[config.mk]
export PLATFORM = sky130hd
export DESIGN_NAME = memaccess_ctrl_flat
export DESIGN_NICKNAME = d
export VERILOG_FILES = /design/src/rtl/memaccess_ctrl_if.sv /design/src/rtl/memaccess_ctrl.sv /design/src/flat_wrapper.sv
export SDC_FILE = /design/constraint.sdc
export NUM_CORES = 1
export LEC_CHECK = 0
export CORE_ASPECT_RATIO = 0.5
export CORE_MARGIN = 2
export CORE_UTILIZATION = 43
export CTS_CLUSTER_DIAMETER = 200
export DETAILED_ROUTE_END_ITERATION = 6
export PLACE_DENSITY = 0.85
export SYNTH_ARGS = -nofsm -noshare
export SYNTH_HDL_FRONTEND = slang
export SYNTH_SLANG_ARGS = --single-unit
[constraint.sdc]
create_clock -name clock -period 5.8 [get_ports clock]
set_input_delay 0.87 -clock clock [delete_from_list [all_inputs] [get_ports clock]]
set_output_delay 0.87 -clock clock [all_outputs]
set_load 0.01 [all_outputs]
[src/rtl/memaccess_ctrl_if.sv]
// Request/status bundle between a memory-access requester and memaccess_ctrl.
// master drives the request and read data; slave (the controller) drives status and results.
interface memaccess_ctrl_if;
    logic        start;
    logic [1:0]  op;
    logic [15:0] memout;
    logic [1:0]  mem_state;
    logic        M_Control;
    logic        busy;
    logic        done;
    logic [15:0] load_data;
    logic [15:0] rd_count;
    logic [15:0] wr_count;

    modport master (
        output start, op, memout,
        input  mem_state, M_Control, busy, done, load_data, rd_count, wr_count
    );

    modport slave (
        input  start, op, memout,
        output mem_state, M_Control, busy, done, load_data, rd_count, wr_count
    );
endinterface

[src/rtl/memaccess_ctrl.sv]
// Sequences direct/indirect loads and stores through IND/RD/WR phases of DMEM_LAT cycles each.
// Optional macro MEMACCESS_CTRL_STATS_EN adds completed read/write counters.
module memaccess_ctrl #(
    parameter int DMEM_LAT = 1
) (
    input logic             clock,
    input logic             reset,
    memaccess_ctrl_if.slave bus
);
    typedef enum logic [1:0] {IDLE, IND, RD, WR} state_t;

    localparam logic [3:0] LAST = 4'(DMEM_LAT - 1);

    state_t      state, next_state;
    logic [3:0]  phase, next_phase;
    logic [1:0]  op_q, op_n;
    logic        phase_end;
    logic [1:0]  next_mem_state;
    logic [1:0]  mem_state_q;
    logic        m_control_q;
    logic        busy_q;
    logic        done_q;
    logic [15:0] load_data_q;

    // start is only looked at in IDLE, so the latched op cannot change mid-access.
    always_comb begin
        op_n           = op_q;
        next_state     = state;
        phase_end      = (phase == LAST);
        next_mem_state = 2'd3;
        if (state == IDLE && bus.start) begin
            op_n = bus.op;
        end
        case (state)
            IDLE: begin
                if (bus.start) begin
                    case (bus.op)
                        2'd0:    next_state = RD;
                        2'd2:    next_state = WR;
                        default: next_state = IND;
                    endcase
                end
            end
            IND: begin
                if (phase_end) next_state = op_q[1] ? WR : RD;
            end
            RD, WR: begin
                if (phase_end) next_state = IDLE;
            end
            default: next_state = IDLE;
        endcase
        next_phase = (next_state == state && state != IDLE) ? phase + 4'd1 : 4'd0;
        case (next_state)
            IND:     next_mem_state = 2'd1;
            RD:      next_mem_state = 2'd0;
            WR:      next_mem_state = 2'd2;
            default: next_mem_state = 2'd3;
        endcase
    end

    // Outputs are registered from next-state values so they line up with the state they describe.
    always_ff @(posedge clock) begin
        if (reset) begin
            state       <= IDLE;
            phase       <= 4'd0;
            op_q        <= 2'd0;
            mem_state_q <= 2'd3;
            m_control_q <= 1'b0;
            busy_q      <= 1'b0;
            done_q      <= 1'b0;
            load_data_q <= 16'h0000;
        end else begin
            state       <= next_state;
            phase       <= next_phase;
            op_q        <= op_n;
            mem_state_q <= next_mem_state;
            m_control_q <= (next_state == RD || next_state == WR) && op_n[0];
            busy_q      <= (next_state != IDLE);
            done_q      <= (next_state == RD || next_state == WR) && (next_phase == LAST);
            if (state == RD && phase_end) begin
                load_data_q <= bus.memout;
            end
        end
    end

    assign bus.mem_state = mem_state_q;
    assign bus.M_Control = m_control_q;
    assign bus.busy      = busy_q;
    assign bus.done      = done_q;
    assign bus.load_data = load_data_q;

`ifdef MEMACCESS_CTRL_STATS_EN
    logic [15:0] rd_cnt;
    logic [15:0] wr_cnt;

    // op_q still holds the finishing access during the done cycle.
    always_ff @(posedge clock) begin
        if (reset) begin
            rd_cnt <= 16'h0000;
            wr_cnt <= 16'h0000;
        end else if (done_q) begin
            if (op_q[1]) wr_cnt <= wr_cnt + 16'd1;
            else         rd_cnt <= rd_cnt + 16'd1;
        end
    end

    assign bus.rd_count = rd_cnt;
    assign bus.wr_count = wr_cnt;
`else
    assign bus.rd_count = 16'h0000;
    assign bus.wr_count = 16'h0000;
`endif
endmodule

[src/flat_wrapper.sv]
// flat-port wrapper written by rule: the top's interface ports become plain ports
module memaccess_ctrl_flat 
#(
    parameter int DMEM_LAT = 1
)
  (clock, reset, bus_start, bus_op, bus_memout, bus_mem_state, bus_M_Control, bus_busy, bus_done, bus_load_data, bus_rd_count, bus_wr_count);
  memaccess_ctrl_if bus_i ();
  input logic clock;
  input logic reset;
  input wire logic [$bits(bus_i.start)-1:0] bus_start;
  input wire logic [$bits(bus_i.op)-1:0] bus_op;
  input wire logic [$bits(bus_i.memout)-1:0] bus_memout;
  output wire logic [$bits(bus_i.mem_state)-1:0] bus_mem_state;
  output wire logic [$bits(bus_i.M_Control)-1:0] bus_M_Control;
  output wire logic [$bits(bus_i.busy)-1:0] bus_busy;
  output wire logic [$bits(bus_i.done)-1:0] bus_done;
  output wire logic [$bits(bus_i.load_data)-1:0] bus_load_data;
  output wire logic [$bits(bus_i.rd_count)-1:0] bus_rd_count;
  output wire logic [$bits(bus_i.wr_count)-1:0] bus_wr_count;
  assign bus_i.start = bus_start;
  assign bus_i.op = bus_op;
  assign bus_i.memout = bus_memout;
  assign bus_mem_state = bus_i.mem_state;
  assign bus_M_Control = bus_i.M_Control;
  assign bus_busy = bus_i.busy;
  assign bus_done = bus_i.done;
  assign bus_load_data = bus_i.load_data;
  assign bus_rd_count = bus_i.rd_count;
  assign bus_wr_count = bus_i.wr_count;
  memaccess_ctrl #(.DMEM_LAT(DMEM_LAT)) u_core (.clock(clock), .reset(reset), .bus(bus_i));
endmodule
==> results of run 1 <==
[logic make-up after synthesis]
group	after synthesis	share of synthesized area (%)
AO/OA/AOI/OAI	42	15.5
AND/OR/NAND/NOR	45	17.3
flip-flops	29	39.2
adder cells (fa/ha/maj)	6	5.07
multiplexers	2	1.35
XOR/XNOR	1	0.591
buffers and inverters	45	20.7
other	1	0.253
[metrics by stage]
step	hold WS, ns	setup WS [ns]	cells
floorplan	0.452	3.73	202
detailed placement	0.472	3.09	242
CTS	0.479	3.38	250
finish	0.478	3.37	250
global route	0.496	3.27	250
global placement	0.463	3.20	242
[area by class of cell]
class | count | area [µm²] | area share, %
Multi-Input combinational cell | 128 | 711 | 38.4
Sequential cell | 29 | 581 | 31.4
Inverter | 3 | 11.3 | 0.609
Tap cell | 40 | 50.0 | 2.70
Timing Repair Buffer | 42 | 418 | 22.6
Clock buffer | 8 | 80.1 | 4.33
[routing by layer]
metal	vias up	wire length (µm)	GRT usage, %
met5	-	0	0
met4	0	16	5.94
met3	2	181	6.70
met2	44	1540	28.7
met1	568	1340	17.6
li1	597	-	-
[flip-flops by register name, indices dropped and copies added (netlist names)]
name / count
u_core.bus.load_data: 16
u_core.state: 2
u_core.bus.mem_state: 2
u_core.op_q: 2
u_core.bus.busy: 1
u_core.bus.M_Control: 1
u_core.phase: 4
u_core.bus.done: 1
[critical path, cell delays in order]
cell	delay, ns
clkdlybuf4s50_1	0.48
nor3b_2	0.29
o21ai_1	0.18
and2_1	0.22
ha_1	0.29
or2_2	0.27
[worst max-delay path by stage]
| stage | endpoint | slack, ns | start | cells past startpoint |
|---|---|---|---|---|
| after floorplan | u_core.bus.mem_state[1]$_SDFF_PP1_ | 3.73 | bus_start | 5 |
| after global placement | u_core.bus.mem_state[1]$_SDFF_PP1_ | 3.20 | bus_start | 6 |
| after detailed placement | u_core.bus.mem_state[1]$_SDFF_PP1_ | 3.09 | bus_start | 6 |
| after CTS | u_core.bus.mem_state[1]$_SDFF_PP1_ | 3.38 | bus_start | 6 |
| after global routing | u_core.bus.mem_state[0]$_SDFF_PP1_ | 3.27 | bus_start | 7 |
| final | u_core.bus.mem_state[1]$_SDFF_PP1_ | 3.37 | bus_start | 6 |
[cells in the final DEF (no fill, tap or decap), drive strengths merged, types with 6 or more instances in the layout]
cell and n:
clkdlybuf4s50 41, conb 32, dfxtp 29, o21ai 19
a21oi 18, nand3 18, clkbuf 8, nor2 7
ha 6
[where the power goes]
group	total, mW	internal (mW)	switching [mW]
registers	0.221	0.213	0.00726
logic	0.0953	0.0467	0.0486
clock network	0.155	0.0850	0.0703
total	0.471	0.345	0.126
==> flow_metrics.env, run 1 <==
export IMPL_routed_via_density=4.84
export IMPL_irDropWorstVdd_mv=0.0937
export IMPL_htreeDepth=2
export IMPL_fin_util_pct=59.0
export IMPL_hold_path_class="flop to flop"
export IMPL_cts_hold_buf=0
export IMPL_synthFlopType="dfxtp_1"
export IMPL_synthCells=171
export IMPL_whs_endpoint="u_core.bus.load_data[4]$_SDFFE_PP0P_"
export IMPL_wl_um=3080
export IMPL_remaining_drc_errors=0
export IMPL_hpwl_um=2220
export IMPL_routedWlPerCell_um=12.3
export IMPL_placementRows=14
export IMPL_place_area_mm2=0.00177
export IMPL_p_per_area_mw_per_mm2=255
export IMPL_layout_min_cycle_time_ns=2.43
export IMPL_setup_tns_ns=0
export IMPL_nFillCells=245
export IMPL_hold_start="u_core.bus.load_data[4]$_SDFFE_PP0P_"
export IMPL_clkLatencyLatePin_ns=0.28
export IMPL_yosysTopAreaCellShare_pct=39.2
export IMPL_fmax_mhz=411
export IMPL_syn_area_per_cell_um2=8.66
export IMPL_yosysSeqAreaShare_pct=39.2
export IMPL_overflow=0
export IMPL_layout_drive_gt1_share_pct=5.24
export IMPL_gp_congestion=0.805
export IMPL_path_clk_slew_ns=0.06
export IMPL_core_area_mm2=0.00314
export IMPL_synth_top_area_cell="dfxtp_1"
export IMPL_area_growth_pct=24.9
export IMPL_clockBufferDepth=2
export IMPL_leakagePower_nw=0.736
export IMPL_cp_data_arrival_time_ns=2.59
export IMPL_drv_cap=0
export IMPL_r2r_cells=8
export IMPL_synthArstFlopShare_pct=0
export IMPL_grt_usage_pct=16.1
export IMPL_tightest_slew_ns=1.07
export IMPL_cts_buffers=5
export IMPL_start_util_pct=47.2
export IMPL_drtIter0Drc=70
export IMPL_grt_pass1_wl_um=4780
export IMPL_timing_final_crit_share_pct=41.9
export IMPL_die_w_um=87.0
export IMPL_io_buffers=41
export IMPL_setup_violations=0
export IMPL_slew_limit_headroom_pct=28.2
export IMPL_antenna_found_initial=0
export IMPL_synth_seq_cells=29
export IMPL_grt_pass1_vias=1098
export IMPL_die_area_mm2=0.00396
export IMPL_p_total_mw=0.471
export IMPL_criticalPathCategory="input pin to flop"
export IMPL_maxSlewViolCount=0
export IMPL_cts_sinks=29
export IMPL_grt_max_degree=28
export IMPL_synth_most_common_cell="buf_4"
export IMPL_r2r_setup_slack_ns=3.44
export IMPL_synth_distinct_cells=31
export IMPL_worstReg2RegEnd="u_core.bus.mem_state[0]$_SDFF_PP1_"
export IMPL_fin_skew_ns=0.00342
export IMPL_top_level_ports=74
export IMPL_antenna_cells=0
export IMPL_synth_edf_count=0
export IMPL_synth_area_mm2=0.00148
export IMPL_vias=1211
export IMPL_synthTopCellsByArea="dfxtp_1 39%, buf_4 17%, a21oi_1 6.1%"
export IMPL_r2r_start="u_core.phase[0]$_SDFF_PP0_"
export IMPL_yosysWarnings=0
export IMPL_cts_tree="yes"
export IMPL_post_cts_buffers=0
export IMPL_die_y_um=45.5
export IMPL_post_cts_resized=0
export IMPL_cp_start_kind="input pin"
export IMPL_crit_fanout=3
export IMPL_dr_pass1_iters=3
export IMPL_rsz0062_at_grt="no"
export IMPL_finish_instance_area_mm2=0.00185
export IMPL_root_buffer="clkbuf_8"
export IMPL_end_kind="flop"
export IMPL_holdPathStages=2
export IMPL_synthTopCellsByCount="33 x buf_4, 29 x dfxtp_1, 18 x a21oi_1, 18 x nand3_1, 11 x o21ai_1"
export IMPL_fin_nets=236
export IMPL_required_ns=5.96
export IMPL_status="completed"
export IMPL_ant_nets=0
export IMPL_finalHoldViolations=0
Note: power is estimated with default switching activity, not from simulation.
==> run 2, diff against run 1 <==
--- a/config.mk
+++ b/config.mk
@@ -7,10 +7,10 @@
 export LEC_CHECK = 0
 export CORE_ASPECT_RATIO = 0.5
 export CORE_MARGIN = 2
-export CORE_UTILIZATION = 43
+export CORE_UTILIZATION = 40
 export CTS_CLUSTER_DIAMETER = 200
 export DETAILED_ROUTE_END_ITERATION = 6
-export PLACE_DENSITY = 0.85
+export PLACE_DENSITY = 0.8
 export SYNTH_ARGS = -nofsm -noshare
 export SYNTH_HDL_FRONTEND = slang
 export SYNTH_SLANG_ARGS = --single-unit
==> constraint.sdc (replaced) <==
create_clock -name clock -period 2.4 [get_ports clock]
set_input_delay 0.36 -clock clock [delete_from_list [all_inputs] [get_ports clock]]
set_output_delay 0.36 -clock clock [all_outputs]
set_load 0.01 [all_outputs]
==> run 2 against run 1 <==
Against the previous run:
- cell count grew 5.2%
- design area grew 2.3%
- critical path depth grew 2
- non-clock buffer count grew 3
- core utilization shrank 4.8 points
- combinational power grew 140%
- count of clock-buffer cells in the layout shrank 1
- via count grew 1.7%
- critical endpoint is now u_core.bus.mem_state[0]$_SDFF_PP1_
- sequential power grew 140%
==> flow_metrics.env, run 2 (synthesis results as in run 1) <==
export IMPL_wl_um=3170
export IMPL_setup_slack_ns=0.358
export IMPL_area_growth_pct=27.8
export IMPL_slew_limit_headroom_pct=60.7
export IMPL_r2r_start="u_core.phase[0]$_SDFF_PP0_"
export IMPL_antenna_cells=0
export IMPL_cts_buffers=5
export IMPL_htreeDepth=2
export IMPL_vias=1231
export IMPL_cp_data_arrival_time_ns=2.21
export IMPL_top_level_ports=74
export IMPL_p_per_area_mw_per_mm2=614
export IMPL_grt_pass1_vias=1084
export IMPL_remaining_drc_errors=0
export IMPL_layout_drive_gt1_share_pct=7.08
export IMPL_cts_tree="yes"
export IMPL_setup_tns_ns=0
export IMPL_maxSlewViolCount=0
export IMPL_p_total_mw=1.16
export IMPL_leakagePower_nw=0.757
export IMPL_crit_fanout=4
export IMPL_largest_reg_flops=16
export IMPL_hold_path_class="flop to flop"
export IMPL_core_area_mm2=0.00349
export IMPL_crit_path_start="u_core.phase[0]$_SDFF_PP0_"
export IMPL_grt_pass1_wl_um=4770
export IMPL_final_common_cell="clkdlybuf4s50_1"
export IMPL_holdPathStages=2
export IMPL_hold_start="u_core.bus.load_data[12]$_SDFFE_PP0P_"
export IMPL_cts_sinks=29
export IMPL_fin_skew_ns=0.00313
export IMPL_rsz0062_at_grt="no"
export IMPL_placementRows=15
export IMPL_hpwl_um=2340
export IMPL_layout_common_cells="41 x clkdlybuf4s50_1, 32 x conb_1, 29 x dfxtp_1"
export IMPL_tightest_slew_ns=0.589
export IMPL_setup_violations=0
export IMPL_r2r_setup_slack_ns=0.36
export IMPL_die_area_mm2=0.00424
export IMPL_antenna_found_initial=0
export IMPL_irDropWorstVdd_mv=0.275
export IMPL_fin_nets=239
export IMPL_routed_via_density=4.68
export IMPL_clockBufferDepth=2
export IMPL_grt_max_degree=23
export IMPL_fmax_mhz=490
export IMPL_criticalPathCategory="flop to flop"
export IMPL_end_kind="flop"
export IMPL_die_w_um=90.1
export IMPL_die_y_um=47.0
export IMPL_finalHoldViolations=0
export IMPL_path_clk_slew_ns=0.06
export IMPL_start_util_pct=42.4
export IMPL_overflow=0
export IMPL_routedWlPerCell_um=12.1
export IMPL_cts_hold_buf=0
export IMPL_root_buffer="clkbuf_8"
export IMPL_ant_nets=0
export IMPL_post_cts_resized=0
export IMPL_drtIter0Drc=29
export IMPL_timing_final_crit_share_pct=85.1
export IMPL_drv_cap=0
export IMPL_io_buffers=41
export IMPL_required_ns=2.57
export IMPL_clkLatencyLatePin_ns=0.28
export IMPL_layout_min_cycle_time_ns=2.04
export IMPL_r2r_cells=8
export IMPL_cp_start_kind="flop"
export IMPL_post_cts_buffers=0
export IMPL_gp_congestion=0.817
export IMPL_status="completed"
export IMPL_pre_cts_slack_ns=0.277
export IMPL_dr_pass1_iters=4
export IMPL_grt_usage_pct=14.8
-- run 2: changes by cell type in the layout (fill, tap and decap cells not counted) --
cell / delta
buf_4: +3
clkbuf_1: -2
clkbuf_8: +1
-- run 2: final timing paths --
kind                                                 to
setup reg to reg     u_core.bus.mem_state[0]$_SDFF_PP1_
hold / removal    u_core.bus.load_data[12]$_SDFFE_PP0P_
setup / recovery     u_core.bus.mem_state[0]$_SDFF_PP1_
hold reg to reg   u_core.bus.load_data[12]$_SDFFE_PP0P_
-- run 2: power by group --
part | internal, mW | total, mW | switching [mW]
sequential | 0.516 | 0.535 | 0.0192
combinational | 0.116 | 0.233 | 0.118
clock | 0.227 | 0.394 | 0.168
total | 0.858 | 1.16 | 0.305
-- run 2: area by class of cell --
class | instances | area, µm²
fillers | 314 | 1600
multi-input cells | 128 | 711
flip-flops and latches | 29 | 581
repair buffers | 45 | 440
clock buffers | 7 | 86.3
well taps | 51 | 63.8
inverters | 3 | 11.3
-- run 2: worst max-delay path, stage by stage, from the launching register on --
cell and delay, ns:
dfxtp_1 0.33, inv_1 0.09, ha_1 0.18, or3b_1 0.42, o21ai_2 0.19, and2_1 0.17, ha_1 0.15, o21bai_1 0.11
or2_2 0.29
-- run 2: metrics by stage --
| stage | cell area [µm²] | util, % | hold WS (ns) | std cells |
|---|---|---|---|---|
| final | 1890 | 54.2 | 0.473 | 263 |
| after global routing | 1890 | 54.2 | 0.502 | 263 |
| after CTS | 1890 | 54.2 | 0.475 | 263 |
| after detailed placement | 1810 | 51.8 | 0.470 | 256 |
| after global placement | 1810 | 51.8 | 0.462 | 256 |
| after floorplan | 1600 | - | 0.452 | 202 |
-- run 2: metal layers --
metal,wire (µm),up-vias,global-route usage (%)
li1,-,598,-
met1,1400,582,17.1
met2,1520,44,26.2
met3,206,7,6.10
met4,44,0,5.54
met5,0,-,0
==> run 3, diff against run 2 <==
--- a/config.mk
+++ b/config.mk
@@ -6,7 +6,7 @@
 export NUM_CORES = 1
 export LEC_CHECK = 0
 export CORE_ASPECT_RATIO = 0.5
-export CORE_MARGIN = 2
+export CORE_MARGIN = 5
 export CORE_UTILIZATION = 40
 export CTS_CLUSTER_DIAMETER = 200
 export DETAILED_ROUTE_END_ITERATION = 6
==> run 3 against run 2 <==
Against the previous run:
- first-iteration DRC count rose by 6.9%
- count of clock-buffer cells in the layout fell by 1
- via count rose by 1.1%
- combinational power barely moved
- maximum frequency fell by 1.5%
- hold slack improved by 0.00074 ns
- global-route usage fell by 1.1 points
- sequential cell count did not move
- clock skew rose by 0.0036 ns
- non-clock buffer count did not move
- worst setup slack got worse by 0.031 ns
- routed wire length rose by 7.0%
- critical path type unchanged
- largest cell class unchanged
- largest power group unchanged
- highest routed layer unchanged
==> flow_metrics.env, run 3 (synthesis results as in run 1) <==
export IMPL_largest_reg_flops=16
export IMPL_area_growth_pct=27.5
export IMPL_cts_hold_buf=0
export IMPL_wl_met3_um=291
export IMPL_leakagePower_nw=0.757
export IMPL_nFillCells=316
export IMPL_fin_skew_ns=0.00678
export IMPL_antenna_cells=0
export IMPL_multiInputGateArea_um2=711
export IMPL_layout_drive_gt1_share_pct=7.51
export IMPL_setup_violations=0
export IMPL_layout_common_cells="41 x clkdlybuf4s50_1, 32 x conb_1, 29 x dfxtp_1"
export IMPL_die_w_um=96.1
export IMPL_top_level_ports=74
export IMPL_dr_pass1_iters=4
export IMPL_grt_max_degree=23
export IMPL_remaining_drc_errors=0
export IMPL_cts_buffers=5
export IMPL_fin_nets=239
export IMPL_seq_area_um2=581
export IMPL_cpMaxStageDelayCell="a221oi_1"
export IMPL_wl_met2_um=1650
export IMPL_root_buffer="clkbuf_8"
export IMPL_drv_cap=0
export IMPL_crit_path_cell_trace="inv_1 -> ha_1 -> nor3b_2 -> a221oi_1 -> a21oi_1 -> ha_1 -> or2_2"
export IMPL_grt_pass1_wl_um=5190
export IMPL_start_util_pct=42.4
export IMPL_ant_nets=0
export IMPL_end_kind="flop"
export IMPL_tightest_slew_ns=0.558
export IMPL_dr_max_layer_used="met4"
export IMPL_final_common_cell="clkdlybuf4s50_1"
export IMPL_drtIter0Drc=31
export IMPL_hpwl_um=2520
export IMPL_drt_met1_wl_um=1390
export IMPL_clockBufferDepth=2
export IMPL_post_cts_buffers=0
export IMPL_r2r_setup_slack_ns=0.33
export IMPL_slowest_delay_ns=0.42
export IMPL_finalHoldViolations=0
export IMPL_cp_start_kind="flop"
export IMPL_cts_tree="yes"
export IMPL_clkLatencyLatePin_ns=0.28
export IMPL_core_area_mm2=0.00349
export IMPL_path_clk_slew_ns=0.06
export IMPL_fmax_mhz=482
export IMPL_layout_min_cycle_time_ns=2.07
export IMPL_crit_fanout=4
export IMPL_die_y_um=53.0
export IMPL_antenna_found_initial=0
export IMPL_pre_cts_slack_ns=0.256
export IMPL_die_area_mm2=0.00509
export IMPL_grt_usage_pct=13.7
export IMPL_required_ns=2.57
export IMPL_status="completed"
export IMPL_slew_limit_headroom_pct=62.8
export IMPL_cp_data_arrival_time_ns=2.24
export IMPL_irDropWorstVdd_mv=0.266
export IMPL_maxSlewViolCount=0
export IMPL_placementRows=15
export IMPL_io_buffers=41
export IMPL_cts_sinks=29
export IMPL_criticalPathCategory="flop to flop"
export IMPL_setup_tns_ns=0
export IMPL_wl_um=3390
export IMPL_routed_via_density=4.72
export IMPL_rsz0062_at_grt="no"
export IMPL_post_cts_resized=0
export IMPL_vias=1245
export IMPL_routedWlPerCell_um=12.9
export IMPL_gp_congestion=0.765
export IMPL_htreeDepth=2
export IMPL_critPathMostFrequentCell="ha_1"
export IMPL_p_per_area_mw_per_mm2=609
export IMPL_hold_path_class="flop to flop"
export IMPL_timing_final_crit_share_pct=86.4
export IMPL_overflow=0
export IMPL_setup_slack_ns=0.327
export IMPL_fin_util_pct=54.1
export IMPL_grt_pass1_vias=1121
==> run 3: where the power goes <==
| part | switching (mW) | internal [mW] | leakage, nW |
|---|---|---|---|
| Sequential | 0.0183 | 0.516 | 0.237 |
| Combinational | 0.119 | 0.116 | 0.476 |
| Clock | 0.182 | 0.200 | 0.0450 |
==> run 3: through the flow <==
step / instance area, µm² / total power [mW] / hold WS (ns) / instances
global placement: 1810 / 0.771 / 0.463 / 256
finish: 1890 / 1.15 / 0.474 / 264
floorplan: 1600 / 0.705 / 0.452 / 202
global route: 1890 / 1.21 / 0.512 / 264
CTS: 1890 / 1.16 / 0.478 / 264
detailed placement: 1810 / 0.777 / 0.470 / 256
==> run 3: critical path: cells and delay by family (launching register included) <==
family	cells	cell delay, ns
buf+inv	1	0.09
flops	1	0.39
simple gates	2	0.43
fa+ha+maj	2	0.51
compound gates	2	0.54
==> run 3: cell type report <==
class	count	area share (%)
Multi-Input combinational cell	128	37.6
Sequential cell	29	30.7
Timing Repair Buffer	45	23.3
Clock buffer	6	3.84
Tap cell	51	3.38
Inverter	3	0.596
Clock inverter	2	0.530
==> run 3: worst paths after layout <==
| path | startpoint | to | cells past startpoint |
|---|---|---|---|
| min reg2reg | u_core.bus.load_data[12]$_SDFFE_PP0P_ | u_core.bus.load_data[12]$_SDFFE_PP0P_ | 2 |
| max | u_core.phase[0]$_SDFF_PP0_ | u_core.bus.mem_state[1]$_SDFF_PP1_ | 7 |
| min | u_core.bus.load_data[12]$_SDFFE_PP0P_ | u_core.bus.load_data[12]$_SDFFE_PP0P_ | 2 |
| max reg2reg | u_core.phase[0]$_SDFF_PP0_ | u_core.bus.mem_state[1]$_SDFF_PP1_ | 7 |
==> run 3: layer usage <==
metal	track usage [%]	vias up
met3	4.83	5
met1	16.1	590
met5	0	-
met4	6.37	0
met2	22.4	51
li1	-	599
